===== src/rtl/program_counter_mt_pkg.sv =====
// -----------------------------------------------------------------------------
// program_counter_mt_pkg
//   Shared definitions for the multi-thread program counter:
//   - ITER_INF : iteration-limit encoding meaning "run forever"
//   - tid_width: width of a thread index for a given thread count
// -----------------------------------------------------------------------------
package program_counter_mt_pkg;

  // An iteration limit of zero disables the done condition.
  localparam int ITER_INF = 0;

  // Thread-id width; a single bit is kept even for degenerate counts so that
  // slot and pc_tid never collapse to zero-width vectors.
  function automatic int tid_width(input int num_threads);
    return (num_threads > 1) ? $clog2(num_threads) : 1;
  endfunction

endpackage


===== src/rtl/program_counter_mt_pc_thread_ctx.sv =====
// -----------------------------------------------------------------------------
// pc_thread_ctx
//   One program-counter context. Holds its configuration (max, loop, iters),
//   the next pc to emit, the wrap counter and the active/done state. Advances
//   only when selected by the top-level slot rotation.
// Ports
//   clk, rst        clock / synchronous active-high reset
//   sel             this context owns the current slot and en is high
//   start           start pulse for this context
//   cfg_we          configuration write addressed to this context
//   cfg_max/loop    last pc of a pass / restart pc after max
//   cfg_iters       number of wraps before done (ITER_INF = forever)
//   active          context is running
//   done            sticky done flag, cleared by start
//   nxt             pc value emitted on the next selected slot
// -----------------------------------------------------------------------------
module pc_thread_ctx
  import program_counter_mt_pkg::*;
#(
  parameter int PC_WIDTH   = 8,
  parameter int ITER_WIDTH = 16
) (
  input  logic                  clk,
  input  logic                  rst,
  input  logic                  sel,
  input  logic                  start,
  input  logic                  cfg_we,
  input  logic [PC_WIDTH-1:0]   cfg_max,
  input  logic [PC_WIDTH-1:0]   cfg_loop,
  input  logic [ITER_WIDTH-1:0] cfg_iters,
  output logic                  active,
  output logic                  done,
  output logic [PC_WIDTH-1:0]   nxt
);

  logic [PC_WIDTH-1:0]   max_q;
  logic [PC_WIDTH-1:0]   loop_q;
  logic [ITER_WIDTH-1:0] iters_q;
  logic [ITER_WIDTH-1:0] iter_cnt_q;

  logic                  wrap;
  logic [ITER_WIDTH-1:0] iter_next;
  logic                  last_pass;

  // NOTE: every always_comb output gets a default first so no path can leave
  // it unassigned and infer a latch.
  always_comb begin
    wrap      = 1'b0;
    iter_next = iter_cnt_q + ITER_WIDTH'(1);
    last_pass = 1'b0;
    // Taking the wrap branch whenever nxt is not below max means max at the
    // top of the pc range never increments past it, and loop > max simply
    // re-emits loop on every slot.
    if (!(nxt < max_q)) begin
      wrap      = 1'b1;
      last_pass = (iters_q != ITER_WIDTH'(ITER_INF)) && (iter_next == iters_q);
    end
  end

  // NOTE: state is updated with non-blocking assignments so every register
  // samples the pre-edge values, independent of statement order.
  always_ff @(posedge clk) begin
    if (rst) begin
      // NOTE: the configuration registers are a small flop bank, not a RAM,
      // so they are cleared with everything else to give a defined idle state.
      max_q      <= '0;
      loop_q     <= '0;
      iters_q    <= '0;
      iter_cnt_q <= '0;
      nxt        <= '0;
      active     <= 1'b0;
      done       <= 1'b0;
    end else begin
      // A running context keeps its configuration; writes are dropped.
      if (cfg_we && !active) begin
        max_q   <= cfg_max;
        loop_q  <= cfg_loop;
        iters_q <= cfg_iters;
      end

      if (start && !active) begin
        active     <= 1'b1;
        done       <= 1'b0;
        nxt        <= '0;
        iter_cnt_q <= '0;
      end else if (sel && active) begin
        if (!wrap) begin
          nxt <= nxt + PC_WIDTH'(1);
        end else begin
          nxt        <= loop_q;
          iter_cnt_q <= iter_next;
          // Done lands on the same edge that presents the final max on pc.
          if (last_pass) begin
            active <= 1'b0;
            done   <= 1'b1;
          end
        end
      end
    end
  end

endmodule


===== src/rtl/program_counter_mt.sv =====
// -----------------------------------------------------------------------------
// program_counter_mt
//   Multi-thread program counter for the CGRA PE control path. NUM_THREADS
//   independent contexts (NUM_THREADS >= 2) are served by a fixed rotating
//   time slot, one slot per enabled cycle; the selected context's pc appears
//   on the registered output one cycle later.
// Ports
//   clk, rst     clock / synchronous active-high reset
//   en           advance enable; low freezes slot and all contexts
//   cfg_we       configuration write strobe for thread cfg_tid
//   cfg_tid      thread addressed by the write
//   cfg_max      last pc value of a pass
//   cfg_loop     pc restarted from after max
//   cfg_iters    wraps before done; 0 runs forever
//   start        per-thread start pulse (honoured even when en is low)
//   pc, pc_tid   emitted pc and owning thread (registered, hold when idle)
//   pc_valid     pc/pc_tid carry a fresh emission this cycle
//   thread_done  per-thread sticky done flags
//   all_done     registered AND of thread_done
// -----------------------------------------------------------------------------
module program_counter_mt
  import program_counter_mt_pkg::*;
#(
  parameter  int PC_WIDTH    = 8,
  parameter  int NUM_THREADS = 4,
  parameter  int ITER_WIDTH  = 16,
  localparam int TID_WIDTH   = tid_width(NUM_THREADS)
) (
  input  logic                   clk,
  input  logic                   rst,
  input  logic                   en,
  input  logic                   cfg_we,
  input  logic [TID_WIDTH-1:0]   cfg_tid,
  input  logic [PC_WIDTH-1:0]    cfg_max,
  input  logic [PC_WIDTH-1:0]    cfg_loop,
  input  logic [ITER_WIDTH-1:0]  cfg_iters,
  input  logic [NUM_THREADS-1:0] start,
  output logic [PC_WIDTH-1:0]    pc,
  output logic [TID_WIDTH-1:0]   pc_tid,
  output logic                   pc_valid,
  output logic [NUM_THREADS-1:0] thread_done,
  output logic                   all_done
);

  logic [TID_WIDTH-1:0]   slot_q;
  logic [NUM_THREADS-1:0] ctx_active;
  logic [PC_WIDTH-1:0]    ctx_nxt [NUM_THREADS];

  for (genvar i = 0; i < NUM_THREADS; i++) begin : g_ctx
    logic sel;
    logic ctx_cfg_we;

    assign sel        = en && (slot_q == TID_WIDTH'(i));
    assign ctx_cfg_we = cfg_we && (cfg_tid == TID_WIDTH'(i));

    pc_thread_ctx #(
      .PC_WIDTH  (PC_WIDTH),
      .ITER_WIDTH(ITER_WIDTH)
    ) u_ctx (
      .clk      (clk),
      .rst      (rst),
      .sel      (sel),
      .start    (start[i]),
      .cfg_we   (ctx_cfg_we),
      .cfg_max  (cfg_max),
      .cfg_loop (cfg_loop),
      .cfg_iters(cfg_iters),
      .active   (ctx_active[i]),
      .done     (thread_done[i]),
      .nxt      (ctx_nxt[i])
    );
  end

  // Slot rotation and registered output mux. The mux samples the context's
  // nxt before that context advances on the same edge.
  always_ff @(posedge clk) begin
    if (rst) begin
      slot_q   <= '0;
      pc       <= '0;
      pc_tid   <= '0;
      pc_valid <= 1'b0;
      all_done <= 1'b0;
    end else begin
      all_done <= &thread_done;
      pc_valid <= 1'b0;
      if (en) begin
        slot_q <= (slot_q == TID_WIDTH'(NUM_THREADS - 1)) ? '0 : slot_q + TID_WIDTH'(1);
        if (ctx_active[slot_q]) begin
          pc       <= ctx_nxt[slot_q];
          pc_tid   <= slot_q;
          pc_valid <= 1'b1;
        end
      end
    end
  end

endmodule

===== config.mk =====
export PLATFORM = sky130hd
export DESIGN_NAME = program_counter_mt
export DESIGN_NICKNAME = d
export VERILOG_FILES = /design/src/rtl/program_counter_mt_pkg.sv /design/src/rtl/program_counter_mt_pc_thread_ctx.sv /design/src/rtl/program_counter_mt.sv
export SDC_FILE = /design/constraint.sdc
export NUM_CORES = 1
export LEC_CHECK = 0
export CORE_ASPECT_RATIO = 1.25
export CORE_MARGIN = 2
export CORE_UTILIZATION = 35
export CTS_CLUSTER_SIZE = 24
export DETAILED_ROUTE_END_ITERATION = 8
export GPL_TIMING_DRIVEN = 0
export SYNTH_ARGS = -nofsm -noshare
export SYNTH_HDL_FRONTEND = slang
export SYNTH_SLANG_ARGS = --single-unit

===== constraint.sdc =====
create_clock -name clk -period 2.5 [get_ports clk]
set_input_delay 0.25 -clock clk [delete_from_list [all_inputs] [get_ports clk]]
set_output_delay 0.25 -clock clk [all_outputs]
set_load 0.02 [all_outputs]

# Yosys cells after proc, flatten, opt, wreduce, memory -nomap -nowiden
# Cells that the tools add are included.
# W data, S select, Z words.
[totals]
regBits = 246
latchBits = 0
ramBits = 0
rom_bits = 0
in_bits = 42
out_inout_bits = 16
word_cells = 160
memories = 0
[classes]
n_addsub = 9
multipliers = 0
div_mod_pow = 0
order_cmp = 6
eq_ne = 14
shift = 0
mux = 31
bitwise = 6
reduce_logical = 61
[op_table]
columns = ["cell", "n"]
rows = [
  ["$add A16 B1 Y16 const B", 4],
  ["$eq A16 B16 Y1", 4],
  ["$reduce_bool A16 Y1", 4],
  ["$mux W8", 6],
  ["$add A8 B1 Y8 const B", 4],
  ["$lt A8 B8 Y1", 4],
  ["$logic_and A1 B1 Y1", 24],
  ["$reduce_and A3 Y1", 8],
  ["$mux W1", 22],
  ["$bmux W8 S2", 1],
  ["$reduce_bool A2 Y1", 8],
  ["$reduce_and A2 Y1", 5],
  ["$reduce_or A2 Y1", 5],
  ["$eq A2 B2 Y1 const B", 4],
  ["$ne A2 B1 Y1 const B", 4],
  ["$not A1 Y1", 5],
  ["$eq A2 B1 Y1 const B", 2],
  ["$logic_not A1 Y1", 4],
  ["$logic_not A2 Y1", 2],
  ["$reduce_and A4 Y1", 1],
  ["$ge A3 B3 Y1 const B", 1],
  ["$lt A2 B3 Y1 const B", 1],
  ["$not A2 Y3", 1],
  ["$add A2 B1 Y2 const B", 1],
  ["2 further kinds", 2],
]

# Depth between registers and ports, before layout
[depth]
word_depth = 8
depth_mapped = 10

# By module
# A second synthesis with hierarchy kept.
[hier_totals]
hier_cells = 1696
hier_area_um2 = 13510.5
[modules_own_cells]
columns = ["module", "instances", "cells_per_inst", "area_each_um2", "seq_area_each_um2"]
rows = [
  ["pc_thread_ctx (g_ctx[0].u_ctx ...)", 3, 404, 3178.0, 1161.1],
  ["pc_thread_ctx (g_ctx[3].u_ctx)", 1, 407, 3120.5, 1161.1],
  ["program_counter_mt", 1, 77, 855.8, 280.3],
]

# Worst setup path after synthesis
# Ideal clock, no wire load.
[synth_timing]
path_kind = "register to register"
from = "register g_ctx[3].u_ctx.iter_cnt_q[7]"
to = "register g_ctx[3].u_ctx.active"
setup_time_ns = 0.131
t_arrival_ns = 2.214
setup_slack_ns = 0.155
stages_incl_launch_ff = 9
period_less_slack_ns = 2.345
path_cell_list = "dfxtp_1 -> clkbuf_1 -> nand4_1 -> nor4_1 -> nand3_1 -> xnor2_1 -> or4_4 -> a2111oi_4 -> nor3_1"
[synth_via]
elab_chain_cells = 6
[synth_lines]
columns = ["element", "line_no", "rtl"]
rows = [
  ["start, declared", "program_counter_mt_pc_thread_ctx.sv:39", "logic [ITER_WIDTH-1:0] iter_cnt_q;"],
  ["start signal, assigned", "program_counter_mt_pc_thread_ctx.sv:91", "iter_cnt_q <= iter_next;"],
  ["$add A16 B1 Y16", "program_counter_mt_pc_thread_ctx.sv:49", "iter_next = iter_cnt_q + ITER_WIDTH'(1);"],
  ["$eq A16 B16 Y1", "program_counter_mt_pc_thread_ctx.sv:56", "last_pass = (iters_q != ITER_WIDTH'(ITER_INF)) && (iter_next == iters_q);"],
  ["$logic_and A1 B1 Y1", "program_counter_mt_pc_thread_ctx.sv:56", ""],
  ["$mux W1", "program_counter_mt_pc_thread_ctx.sv:54", "if (!(nxt < max_q)) begin"],
  ["$reduce_bool A2 Y1 (no source line)", "n/a", ""],
  ["$reduce_and A3 Y1 (no source line)", "n/a", ""],
  ["end signal, assigned", "program_counter_mt_pc_thread_ctx.sv:71", "active <= 1'b0;"],
  ["end signal, assigned", "program_counter_mt_pc_thread_ctx.sv:82", "active <= 1'b1;"],
  ["end signal, assigned", "program_counter_mt_pc_thread_ctx.sv:94", "active <= 1'b0;"],
  ["end, declared", "program_counter_mt_pc_thread_ctx.sv:31", "output logic active,"],
]
# No other way between the ends.
# A chain may end at the register's enable or synchronous reset.

# Final worst setup path
[layout_timing]
from = "register g_ctx[3].u_ctx.iter_cnt_q[0]"
to = "register g_ctx[3].u_ctx.active"
# Same word-level chain as after synthesis.

==> results.sh <==
export IMPL_outcome="finished clean"
export IMPL_synth_top_family_by_area="simple AND/OR/NAND/NOR gates"
export IMPL_drc=0
export IMPL_worstPathCellList="ha_4 -> and4_1 -> buf_4 -> and3_1 -> o21a_1 -> o31ai_1 -> o2111ai_1 -> a2111oi_4 -> nor3_1"
export IMPL_worst_path_stages=9
export IMPL_critPathTopFamily="compound AO/OA/AOI/OAI gates"
export IMPL_detail_route_iter0_violations=744
export IMPL_synth_top_area_share_pct=38.16
export IMPL_syn_area_mm2=0.01290
export IMPL_final_antenna_net_count=0
export IMPL_multi_input_area_mm2=0.007646
export IMPL_r2r_setup_slack_ns=0.08
export IMPL_place_port_buffers=55
export IMPL_synth_main_ff_cell="dfxtp_1"
export IMPL_timing_critical_path_buf_inv=1
export IMPL_synthAdderAreaFrac_pct=3.878
export IMPL_hold_violations=0
export IMPL_hold_path_end="slot_q[1]"
export IMPL_tns_ns=0
export IMPL_r2r_start="g_ctx[3].u_ctx.iter_cnt_q[0]"
export IMPL_synth_seq_area_share_pct=38.16
export IMPL_fin_skew_ns=0.01338
export IMPL_ys_async_sr_fraction_pct=0
export IMPL_postCtsHoldBufs=0
export IMPL_whs_ns=0.1203
export IMPL_io_pins=58
export IMPL_synth_compound_area_share_pct=13.93
export IMPL_synthSimpleGateAreaFrac_pct=25.65
export IMPL_fmax_mhz=412.5
export IMPL_layoutNonFillerInstCount=2210
export IMPL_synth_edf_count=0
export IMPL_path_max_fanout=9
export IMPL_grt_max_degree=14
export IMPL_ys_types=78
export IMPL_setup_slack_ns=0.07562
export IMPL_cts_tree="built"
export IMPL_grt_usage_pct=19.88
export IMPL_syn_inst=1621
export IMPL_grt_pass1_wl_um=61290
export IMPL_start_util_pct=35.55
export IMPL_path_clk_slew_ns=0.06
export IMPL_hold_path_startpoint="en"
export IMPL_cts_root_buf="clkbuf_16"
export IMPL_regArea_mm2=0.004962
export IMPL_dp_cells=2156
export IMPL_htree_levels=1
export IMPL_gp_congestion=0.9231
export IMPL_yosysMostFrequentCell="nand2_1"
export IMPL_p_per_area_mw_per_mm2=569.2
export IMPL_place_ws_ns=-0.7156
export IMPL_ys_warn_count=0
export IMPL_start_kind="flop"
export IMPL_rsz0062_at_grt="false"
export IMPL_die_width_um=175.7
export IMPL_hpwlAfterDp_um=29170
export IMPL_num_vias=11747
export IMPL_wl_um=38290
export IMPL_synth_largest_area_cell="dfxtp_1"
export IMPL_cp_required_ns=2.92
export IMPL_insertion_delay_ns=0.55
export IMPL_peakVddDrop_mv=0.5940
export IMPL_ff2ff_path_depth=9
export IMPL_n_antenna_cell=0
export IMPL_fin_crit_ns=2.424
export IMPL_clock_sinks=246
export IMPL_synth_area_leaders="dfxtp_1, nand2_1, a21oi_1"
export IMPL_drt_vias_per_instance=5.315
export IMPL_area_delta_synth_final_pct=18.80
export IMPL_hold_class="in2reg"
export IMPL_routedWlPerCell_um=17.33
export IMPL_syn_avg_cell_area_um2=7.961
export IMPL_die_h_um=218.7
export IMPL_endpoint_kind="flop"
export IMPL_final_nets=1794
export IMPL_coreArea_mm2=0.03630
export IMPL_ys_seq_elements=246
export IMPL_finalSetupViolCount=0
export IMPL_cts_max_path_buffers=3
export IMPL_grt_pass1_vias=11518
export IMPL_synth_common_cells="nand2_1, dfxtp_1, a21oi_1"
export IMPL_worst_pin_slew_ns=0.7383
export IMPL_final_util_pct=42.23
export IMPL_criticalPathCategory="reg2reg"
export IMPL_num_fill_cells=3713
export IMPL_first_pass_iters=5
export IMPL_antenna_found_initial=2
export IMPL_r2r_end="g_ctx[3].u_ctx.active"
export IMPL_fin_crit_sh_pct=96.98
export IMPL_synthMuxAreaShare_pct=3.839
export IMPL_grt_ovfl_total=0
export IMPL_relSlewSlack_pct=50.78
export IMPL_die_area_mm2=0.03843
export IMPL_synth_nets=1703
export IMPL_row_count=78
export IMPL_slew_viol_final=0
export IMPL_drv_cap=0
export IMPL_drive_gt1_share_pct=10.58
export IMPL_cp_arrival_ns=2.85
export IMPL_synth_xor_xnor_area_share_pct=9.744
export IMPL_numCtsBuffers=27
export IMPL_min_path_cells=3
export IMPL_cpPeakStageDelay_ns=0.46
export IMPL_cellLeakagePower_nw=5.345
export IMPL_crit_slowest_cell="a2111oi_4"
## registers in the layout, indices dropped and copies added, names as in the netlist
signal and cells:
g_ctx.u_ctx.iter_cnt_q 64, g_ctx.u_ctx.iters_q 64, g_ctx.u_ctx.loop_q 32, g_ctx.u_ctx.max_q 32, g_ctx.u_ctx.nxt 32, pc 8, g_ctx.u_ctx.active 4, g_ctx.u_ctx.done 4
pc_tid 2, slot_q 2, all_done 1, pc_valid 1
## metrics by stage
stage	power, mW	instance area (µm²)
finish	8.727	15330
global route	9.053	15330
CTS	8.798	15140
detailed placement	4.889	14060
global placement	4.882	14060
floorplan	4.582	12900
## repair_timing
item | CTS | global route
gates cloned | 0 | 0
setup buffers | 10 | 4
resized for setup | 51 | 48
pin swaps | 10 | 9
endpoints found under the setup margin | 85 | 53
## final cells by class
class | instances | area share (%)
well taps | 480 | 3.917
multi-input cells | 1229 | 49.87
inverters | 45 | 1.102
repair buffers | 69 | 4.358
flip-flops and latches | 246 | 32.37
clock inverters | 10 | 0.6039
clock buffers | 37 | 4.848
plain buffers | 94 | 2.930
## worst min-delay path, delay by kind of cell
kind                   cells  cell delay, ns
AND/OR/NAND/NOR            1            0.08
multiplexers               1            0.10
buffers and inverters      1            0.20
## power breakdown
group / switching, mW / internal (mW) / total [mW]
clock: 1.68 / 2.18 / 3.86
sequential: 0.0793 / 3.99 / 4.07
combinational: 0.486 / 0.313 / 0.799
total: 2.24 / 6.49 / 8.73
## per-layer routing
layer / vias to the layer above / track usage [%] / wire [µm]
li1: 5784 / - / -
met1: 5571 / 23.80 / 15960
met2: 304 / 35.97 / 19110
met3: 84 / 2.418 / 1808
met4: 4 / 7.879 / 1377
met5: - / 0 / 30
## cells in the final DEF (no fill, tap or decap), types with 45 or more instances in the layout
master           netlist  routed
clkbuf_1              69      62
xor2_1                61      61
dfxtp_1              246     224
inv_1                 45      45
clkdlybuf4s50_1        0      55
nand2_1              330     326
xnor2_1               80      80
a21oi_1              158     158
nand3_1               47      47
nor2_1               137     135
## worst max path at each step
stage                                       from                    end  slack, ns
finish              g_ctx[3].u_ctx.iter_cnt_q[0]  g_ctx[3].u_ctx.active       0.08
global route        g_ctx[3].u_ctx.iter_cnt_q[0]  g_ctx[3].u_ctx.active      0.002
CTS                 g_ctx[3].u_ctx.iter_cnt_q[0]  g_ctx[3].u_ctx.active      0.002
detailed placement                     slot_q[0]    g_ctx[0].u_ctx.done      -0.72
global placement                       slot_q[0]    g_ctx[0].u_ctx.done      -0.68
floorplan           g_ctx[3].u_ctx.iter_cnt_q[7]  g_ctx[3].u_ctx.active       0.16
## cell families after synthesis
family,count (synthesis)
AOI/OAI and AO/OA,295
xor gates and xnor gates,142
adders and majority gates,40
buffers and inverters,146
DFF,246
muxes,37
and+or+nand+nor,715
Power figures use the tool's default switching activity.
==> RTL change, RTL diff (config.mk and constraints unchanged) <==
`ITER_WIDTH` is set to 16 in 2 places; all go to 12.
--- a/src/rtl/program_counter_mt_pc_thread_ctx.sv
+++ b/src/rtl/program_counter_mt_pc_thread_ctx.sv
@@ -18,7 +18,7 @@
   import program_counter_mt_pkg::*;
 #(
   parameter int PC_WIDTH   = 8,
-  parameter int ITER_WIDTH = 16
+  parameter int ITER_WIDTH = 12
 ) (
   input  logic                  clk,
   input  logic                  rst,
--- a/src/rtl/program_counter_mt.sv
+++ b/src/rtl/program_counter_mt.sv
@@ -23,7 +23,7 @@
 #(
   parameter  int PC_WIDTH    = 8,
   parameter  int NUM_THREADS = 4,
-  parameter  int ITER_WIDTH  = 16,
+  parameter  int ITER_WIDTH  = 12,
   localparam int TID_WIDTH   = tid_width(NUM_THREADS)
 ) (
   input  logic                   clk,
Ports: changed (resized cfg_iters); port bits go from 58 to 54. The function was not compared with the original's and may differ.
==> RTL change against the unedited design <==
- worst setup slack improved by 0.035 ns
- area after synthesis down 14%
- sequential cell count down 32
- total power shrank 10%
- fmax up 1.4%
- critical path type unchanged
- routed wire length decreased by 11%
- count of clock-buffer cells in the layout rose by 1
- largest power group unchanged
- critical endpoint is now g_ctx[2].u_ctx.nxt[7]$_SDFFE_PP0P_
- design area fell by 15%
- clock skew decreased by 0.0012 ns
==> RTL change: results (changes against the unedited design) <==
stage;metric;value;unit;change
cells_and_area;antenna-diode-count;0;;unchanged
logic_synthesis;ys_top_cells_by_area;dfxtp_1 39%, nand2_1 9.0%, a21oi_1 7.3%;;
placed_design;dp_slack;-0.6722;ns;+0.04337 ns
clock_network;cts_buffers;25;;-7.4%
routing;highest_layer;met4;;
setup_path;arrival;2.79;ns;-0.06 ns
global_routing;grt_pass1_vias;9659;;-16%
cells_and_area;final_nets;1555;;-13%
clock_network;clk_path_buf_depth;3;;unchanged
power;leakagePower;4.485;nW;-16%
logic_synthesis;synth_common_cells;266 x nand2_1, 214 x dfxtp_1, 162 x a21oi_1, 96 x nor2_1, 72 x clkbuf_1;;
logic_synthesis;ys_seq_area_share;38.55;%;+0.39 points
timing;finClkSkew;0.01219;ns;-0.001197 ns
placed_design;dp.cells;1861;;-14%
routing;num_vias;10140;;-14%
routing;routed-wl-met2;16360;microns;-14%
power;vdd.ir_drop.worst;0.5858;mV;-1.4%
power;cellInternalPower;5.779;mW;-11%
placed_design;post-dp-hpwl;25140;microns;-14%
global_routing;grt_max_degree;13;;-1
timing;relSlewSlack;8.022;%;-43 points
setup_path;crit_slowest_cell;dfxtp_1;;
routing;wl_met1;14800;microns;-7.3%
global_routing;antenna_found_initial;0;;-2
placed_design;io_buffers;51;;-7.3%
logic_synthesis;synth.distinct_cells;66;;-15%
global_routing;grt_first_pass_wirelength;52940;microns;-14%
logic_synthesis;synthesis.nets;1481;;-13%
cells_and_area;drive_gt1_share;6.283;%;-4.3 points
routing;wl_met3;1614;microns;-11%
status;status;finished clean;;
placed_design;dpl_cell_area;0.01213;sq mm;-14%
placed_design;gp_congestion;0.9263;;+0.35%
cells_and_area;top_regs;g_ctx.u_ctx.iter_cnt_q: 48 flops, g_ctx.u_ctx.iters_q: 48 flops;;
logic_synthesis;synthCells;1403;;-13%
setup_path;critPathMaxStageDelay;0.44;ns;-0.02 ns
routing;viasPerCell;5.328;;+0.24%
routing;drtIter0Drc;573;;-23%
routing;routedWlPerCell;17.90;microns;+3.3%
RTL change: cell count changes in the layout (fill, tap and decap cells not counted), moves of 12 or more:
cell | before | now
xor2_1 | 61 | 49
nor2_1 | 135 | 96
o21ai_0 | 33 | 45
buf_4 | 22 | 6
nand2_1 | 326 | 264
and3_1 | 15 | 27
xnor2_1 | 80 | 57
dfxtp_2 | 18 | 1
RTL change: kinds of logic (layout without fill, tap and decap cells):
logic type | Yosys count | count (layout) | synth area share [%]
AO/OA/AOI/OAI | 294 | 294 | 15.69
adder cells (fa/ha/maj) | 40 | 40 | 4.503
AND/OR/NAND/NOR | 586 | 586 | 24.38
flip-flops | 214 | 214 | 38.55
multiplexers | 27 | 27 | 3.513
XOR/XNOR | 107 | 107 | 8.500
buffers and inverters | 135 | 228 | 4.864
RTL change: path summary, 6_finish.rpt:
| path | start | endpoint | cells after the start | slack, ns |
|---|---|---|---|---|
| max | g_ctx[2].u_ctx.nxt[1]$_SDFFE_PP0P_ | g_ctx[2].u_ctx.nxt[7]$_SDFFE_PP0P_ | 7 | 0.11 |
| max reg2reg | g_ctx[2].u_ctx.nxt[1]$_SDFFE_PP0P_ | g_ctx[2].u_ctx.nxt[7]$_SDFFE_PP0P_ | 7 | 0.11 |
| min reg2reg | g_ctx[2].u_ctx.max_q[5]$_SDFFE_PP0P_ | g_ctx[2].u_ctx.max_q[5]$_SDFFE_PP0P_ | 2 | 0.45 |
| min | start[2] | g_ctx[2].u_ctx.active$_SDFFE_PP0P_ | 3 | 0.33 |
RTL change: critical path: cells and delay by family (launching register included):
kind	cells	cell delay (ns)
flip-flops	1	0.44
AO/OA/AOI/OAI	3	0.83
adder cells (fa/ha/maj)	1	0.28
AND/OR/NAND/NOR	1	0.05
multiplexers	1	0.35
buffers and inverters	1	0.31
RTL change: area by class of cell:
cell class | instances | area [sq um]
buffer | 84 | 362.8
clock buffer | 38 | 704.4
clock inverter | 8 | 68.82
fill | 3170 | 18100
inverter | 47 | 176.4
multi-input combinational | 1054 | 6357
sequential | 214 | 4285
tap | 407 | 509.2
timing repair buffer | 51 | 510.5
RTL change: timing repair:
action | CTS | global route
setup endpoints to repair | 40 | 42
resized for setup | 15 | 13
pin swaps | 1 | 0
RTL change: power groups by stage:
stage          Clock [mW]  Combinational (mW)  Sequential, mW
3_5_place_dp            0               0.731            3.61
5_1_grt              3.73               0.816            3.54
4_1_cts              3.58               0.744            3.54
2_1_floorplan           0               0.443            3.59
6_report             3.53               0.752            3.54
3_3_place_gp            0               0.727            3.61
RTL change: layer usage:
metal | global-route usage, % | vias up
met2 | 35.29 | 267
li1 | - | 5011
met5 | 0 | -
met4 | 7.554 | 0
met3 | 2.217 | 74
met1 | 25.90 | 4787
